--- src/rtl/sobel_edge_3x3.sv ---
// 3x3 Sobel edge detector over three buffered RGB888 line streams.
// Four-stage pipeline: gray conversion, window shift, gradients, magnitude/threshold.
module sobel_edge_3x3 #(
  parameter int DataWidth  = 24,
  parameter int XADRSWidth = 11
) (
  input  logic                 RCK,
  input  logic                 RESET,
  input  logic                 REN,
  input  logic                 HSTART,
  input  logic [DataWidth-1:0] RD0,
  input  logic [DataWidth-1:0] RD1,
  input  logic [DataWidth-1:0] RD2,
  input  logic                 THR_EN,
  input  logic [7:0]           THRESH,
  output logic [DataWidth-1:0] DOUT,
  output logic                 DVALID
);

  localparam logic [XADRSWidth-1:0] ColMax = '1;

  // Gray = (77R + 150G + 29B) >> 8; the 16-bit sum cannot overflow (max 255*256).
  function automatic logic [7:0] to_gray(input logic [DataWidth-1:0] p);
    logic [15:0] s;
    s = 16'd77 * 16'(p[23:16]) + 16'd150 * 16'(p[15:8]) + 16'd29 * 16'(p[7:0]);
    return s[15:8];
  endfunction

  // 1-2-1 weighted sum of three gray samples, range 0..1020.
  function automatic logic [10:0] ksum(input logic [7:0] a, input logic [7:0] b,
                                       input logic [7:0] c);
    return 11'(a) + (11'(b) << 1) + 11'(c);
  endfunction

  // Valid shift register: [0]=stage 1 ... [3]=output stage.
  logic [3:0]            vld_pipe_q;
  logic                  hs1_q;
  // Row index: 0 = top (RD2), 1 = middle (RD1), 2 = bottom (RD0).
  logic [2:0][7:0]       y1_q;
  // win_q[row][col], col 2 is the newest column.
  logic [2:0][2:0][7:0]  win_q, win_d;
  logic [XADRSWidth-1:0] col_q, col_d;
  logic                  line_act_q, line_act_d;
  logic                  full2_q, full2_d;
  logic                  full3_q;
  logic signed [10:0]    gx_q, gy_q, gx_d, gy_d;
  logic [DataWidth-1:0]  dout_q;
  logic [7:0]            res_d;

  // Valid pipeline; reset discards every beat in flight.
  always_ff @(posedge RCK) begin
    if (RESET) vld_pipe_q <= '0;
    else       vld_pipe_q <= {vld_pipe_q[2:0], REN};
  end

  // Stage 1: per-row gray conversion and line-start flag.
  always_ff @(posedge RCK) begin
    if (RESET) begin
      hs1_q <= 1'b0;
      y1_q  <= '0;
    end else begin
      hs1_q   <= HSTART;
      y1_q[0] <= to_gray(RD2);
      y1_q[1] <= to_gray(RD1);
      y1_q[2] <= to_gray(RD0);
    end
  end

  // Stage 2 next state: window shift, column count and border flag on valid beats only.
  always_comb begin
    win_d      = win_q;
    col_d      = col_q;
    line_act_d = line_act_q;
    full2_d    = full2_q;
    if (vld_pipe_q[0]) begin
      for (int r = 0; r < 3; r++) win_d[r] = {y1_q[r], win_q[r][2:1]};
      if (hs1_q) begin
        col_d      = XADRSWidth'(1);
        line_act_d = 1'b1;
      end else if (col_q != ColMax) begin
        col_d = col_q + XADRSWidth'(1);
      end
      // Until an HSTART has been seen since reset every output is a border pixel.
      full2_d = line_act_d && !hs1_q && (col_d >= XADRSWidth'(3));
    end
  end

  // Stage 2 registers.
  always_ff @(posedge RCK) begin
    if (RESET) begin
      win_q      <= '0;
      col_q      <= '0;
      line_act_q <= 1'b0;
      full2_q    <= 1'b0;
    end else begin
      win_q      <= win_d;
      col_q      <= col_d;
      line_act_q <= line_act_d;
      full2_q    <= full2_d;
    end
  end

  // Stage 3 gradients: Gx = right - left column, Gy = bottom - top row.
  always_comb begin
    gx_d = $signed(ksum(win_q[0][2], win_q[1][2], win_q[2][2]))
         - $signed(ksum(win_q[0][0], win_q[1][0], win_q[2][0]));
    gy_d = $signed(ksum(win_q[2][0], win_q[2][1], win_q[2][2]))
         - $signed(ksum(win_q[0][0], win_q[0][1], win_q[0][2]));
  end

  // Stage 3 registers.
  always_ff @(posedge RCK) begin
    if (RESET) begin
      gx_q    <= '0;
      gy_q    <= '0;
      full3_q <= 1'b0;
    end else begin
      gx_q    <= gx_d;
      gy_q    <= gy_d;
      full3_q <= full2_q;
    end
  end

  // Stage 4 result: |Gx|+|Gy|, saturated or binarized, zero on border pixels.
  always_comb begin
    logic [10:0] ax, ay;
    logic [11:0] mag;
    ax  = gx_q[10] ? 11'(-gx_q) : 11'(gx_q);
    ay  = gy_q[10] ? 11'(-gy_q) : 11'(gy_q);
    mag = 12'(ax) + 12'(ay);
    res_d = '0;
    if (full3_q) begin
      if (THR_EN)             res_d = (mag >= 12'(THRESH)) ? 8'hFF : 8'h00;
      else if (mag > 12'd255) res_d = 8'hFF;
      else                    res_d = mag[7:0];
    end
  end

  // Output register holds its value between valid beats.
  always_ff @(posedge RCK) begin
    if (RESET)              dout_q <= '0;
    else if (vld_pipe_q[2]) dout_q <= DataWidth'({res_d, res_d, res_d});
  end

  assign DOUT   = dout_q;
  assign DVALID = vld_pipe_q[3];

endmodule

--- config.mk ---
export PLATFORM = sky130hd
export DESIGN_NAME = sobel_edge_3x3
export DESIGN_NICKNAME = d
export VERILOG_FILES = /design/src/rtl/sobel_edge_3x3.sv
export SDC_FILE = /design/constraint.sdc
export NUM_CORES = 1
export LEC_CHECK = 0
export ABC_AREA = 1
export BUFFER_PORTS_ARGS = -buffer_cell sky130_fd_sc_hd__buf_2
export CAP_MARGIN = 5
export CORE_MARGIN = 2
export CORE_UTILIZATION = 53
export CTS_CLUSTER_DIAMETER = 30
export DETAILED_ROUTE_END_ITERATION = 10
export PLACE_DENSITY_LB_ADDON = 0.08
export SYNTH_ARGS = -nofsm -noshare
export SYNTH_HDL_FRONTEND = slang
export SYNTH_SLANG_ARGS = --single-unit
--- constraint.sdc ---
create_clock -name RCK -period 11.4 [get_ports RCK]
set_clock_uncertainty 0.05 [all_clocks]
set_input_delay 2.28 -clock RCK [delete_from_list [all_inputs] [get_ports RCK]]
set_output_delay 2.28 -clock RCK [all_outputs]
set_load 0.02 [all_outputs]
==> results.cfg <==
[status]
status = finished clean

[synthesis]
syn_area_per_cell_um2 = 8.32
syn-num-nets = 2759
synthFlopType = dfxtp_1
synthCells = 2148
syn_area_mm2 = 0.0179
yosys_warnings = 0
ys_seq_elements = 145
ys_seq_area_share_pct = 16.2
synth_edf_count = 0
async_flop_share_pct = 0
synth_cell_type_count = 43

[worst_setup_path]
critPathLaunch = RD0[12]
cp.depth = 24
r2r_cells = 22
arrival_ps = 8110
crit_path_end = y1_q[22]$_SDFF_PP0_
cp_num_buf_inv = 5
critPathLaunchType = input pin
crit_required_ps = 11660
reg2reg_slack_ps = 7580
reg2reg_from = gx_q[0]$_SDFF_PP0_
cpPeakStageDelay_ps = 540
cp-end-kind = flip-flop
crit_family = adder cells
rr_endpoint = DOUT[17]$_SDFFE_PP0P_
critPathMaxFanout = 6
path_class = input pin to flip-flop
crit_slowest_cell = fa_1
crit_chain = buf_2 > ha_1 > ha_1 > inv_1 > fa_1 > fa_1 > inv_1 > ha_1 > a21oi_1 > o21ai_0 > xor2_1 > ha_1 > fa_1 > inv_1 > fa_1 > fa_1 > inv_1 > ha_1 > a21oi_1 > o21ai_0 > a221oi_1 > nand3_1 > nand2_1 > nor2_1

[route]
wl_um = 35100
wl_per_cell_um = 13.1
vias = 13400
drtIter0Drc = 557
ant_nets = 0
drtPass1Iterations = 5
drc = 0
vias_per_cell = 4.98

[clock_network]
path_clk_slew_ps = 60
ctsResizeCount = 0
post-cts-setup-buffers = 0
clk_latency_ps = 420
cts_made_buffers = 17
holdBufCountCts = 0
cts.htree.levels = 4
cts.sinks = 145
cts-root-buf = clkbuf_16
clockBufferDepth = 2
cts_tree = built

[sta]
relSlewSlack_pct = 36.1
slew_violations = 0
rsz0062_at_grt = no
setup_violations = 0
max_freq_mhz = 127
setup-tns-final_ps = 0
post-route-min-period_ps = 7860
min_period_over_period_pct = 68.9
hold_viol = 0
tightest_slew_ps = 959

[die]
rows = 67
die_w_um = 188
coreArea_mm2 = 0.0334
io_pins = 110
die_h_um = 188
start_util_pct = 53.6
die_area_mm2 = 0.0352

[place]
gp_congestion = 0.850
dp_hpwl_um = 29600
port_buffers = 109

[finish]
drive_above_1_share_pct = 7.23
final_common_cell = inv_1
layout_common_cells = 481 x inv_1, 298 x ha_1, 228 x fa_1
syn2layout_area_growth_pct = 8.03
n_antenna_cell = 0
fillers = 3137
fin_nets = 2841

[grt]
grt_max_degree = 104
track_usage_pct = 21.3
antenna_found_initial = 1
grt_pass1_wl_um = 62800
grt.overflow.total = 0
grt_pass1_vias = 13700

[flow_run]
drv_cap = 0

[min_path]
hold_path.class = flip-flop to flip-flop
==> synthesized netlist by cell type (3+ instances only) <==
cell / number / share of area [%]
inv_1: 481 / 10
clkinv_1: 3 / 0.063
nand4_1: 15 / 0.52
nor3_1: 18 / 0.50
nand3_1: 79 / 2.2
o21ai_1: 5 / 0.14
a21boi_0: 3 / 0.13
ha_1: 298 / 21
clkbuf_1: 29 / 0.61
o21ai_0: 124 / 3.5
o21a_1: 13 / 0.55
xnor2_1: 17 / 0.83
a221oi_1: 6 / 0.29
a21oi_1: 138 / 3.9
buf_4: 17 / 0.71
fa_1: 228 / 26
o31ai_1: 4 / 0.17
xor2_1: 37 / 1.8
or2_2: 5 / 0.17
dfxtp_1: 145 / 16
nor2_1: 202 / 4.2
inv_2: 4 / 0.084
buf_1: 3 / 0.063
o21bai_1: 9 / 0.38
nor4_1: 6 / 0.21
nand2_1: 226 / 4.7
a21o_1: 8 / 0.34
a31oi_1: 6 / 0.21
==> through the flow <==
stage | utilization [%] | hold slack, ps | area, um^2 | cells | setup WS, ps
2_1_floorplan | - | 338 | 17900 | 2148 | 3600
3_3_place_gp | 56.2 | 387 | 18800 | 2659 | 3260
3_5_place_dp | 56.2 | 393 | 18800 | 2659 | 3160
4_1_cts | 57.9 | 397 | 19300 | 2690 | 3580
5_1_grt | 57.9 | 414 | 19300 | 2690 | 3240
6_report | 57.9 | 392 | 19300 | 2690 | 3540
==> layout make-up <==
type | instances | area [um^2] | share of cell area (%)
Clock buffer | 20 | 447 | 2.31
Clock inverter | 11 | 106 | 0.551
Inverter | 488 | 1830 | 9.49
Multi-Input combinational cell | 1466 | 12900 | 66.8
Sequential cell | 145 | 2900 | 15.0
Tap cell | 448 | 561 | 2.90
Timing Repair Buffer | 112 | 568 | 2.94
==> tightest hold or removal path: stages, from the launching register on <==
cell     delay [ps]
dfxtp_1         300
inv_1            50
nor2_1           50
==> sequential cells by signal (all words and copies together) (netlist names) <==
signal      cells
DOUT            8
col_q          11
full2_q         1
full3_q         1
gx_q           11
gy_q           11
hs1_q           1
line_act_q      1
vld_pipe_q      4
win_q          72
y1_q           24
==> layer usage <==
| metal | routed length [um] | vias up | global-route usage, % |
|---|---|---|---|
| met2 | 16800 | 163 | 36.6 |
| met3 | 971 | 25 | 2.60 |
| met1 | 17100 | 6289 | 29.4 |
| li1 | - | 6922 | - |
| met4 | 297 | 2 | 3.39 |
| met5 | 13 | - | 0 |
==> worst min path at each step <==
stage | start | endpoint | slack (ps) | cells after the start
4_1_cts | vld_pipe_q[1]$_SDFF_PP0_ | vld_pipe_q[2]$_SDFF_PP0_ | 400 | 2
3_5_place_dp | y1_q[12]$_SDFF_PP0_ | win_q[44]$_SDFFE_PP0P_ | 390 | 2
6_report | vld_pipe_q[1]$_SDFF_PP0_ | vld_pipe_q[2]$_SDFF_PP0_ | 390 | 2
3_3_place_gp | y1_q[13]$_SDFF_PP0_ | win_q[45]$_SDFFE_PP0P_ | 390 | 2
5_1_grt | vld_pipe_q[1]$_SDFF_PP0_ | vld_pipe_q[2]$_SDFF_PP0_ | 410 | 2
2_1_floorplan | vld_pipe_q[1]$_SDFF_PP0_ | vld_pipe_q[2]$_SDFF_PP0_ | 340 | 2
==> cells by family (layout without fill, tap and decap cells) <==
family / after synthesis / in the layout / share of synthesized area [%]
adder cells (fa/ha/maj): 526 / 526 / 46.4
buffers and inverters: 537 / 631 / 11.6
AND/OR/NAND/NOR: 563 / 563 / 13.2
AO/OA/AOI/OAI: 323 / 323 / 9.88
flip-flops: 145 / 145 / 16.2
XOR/XNOR: 54 / 54 / 2.65
Power is not shown: default switching activity piles up to over one toggle a cycle in this logic, so the estimate is an artifact.
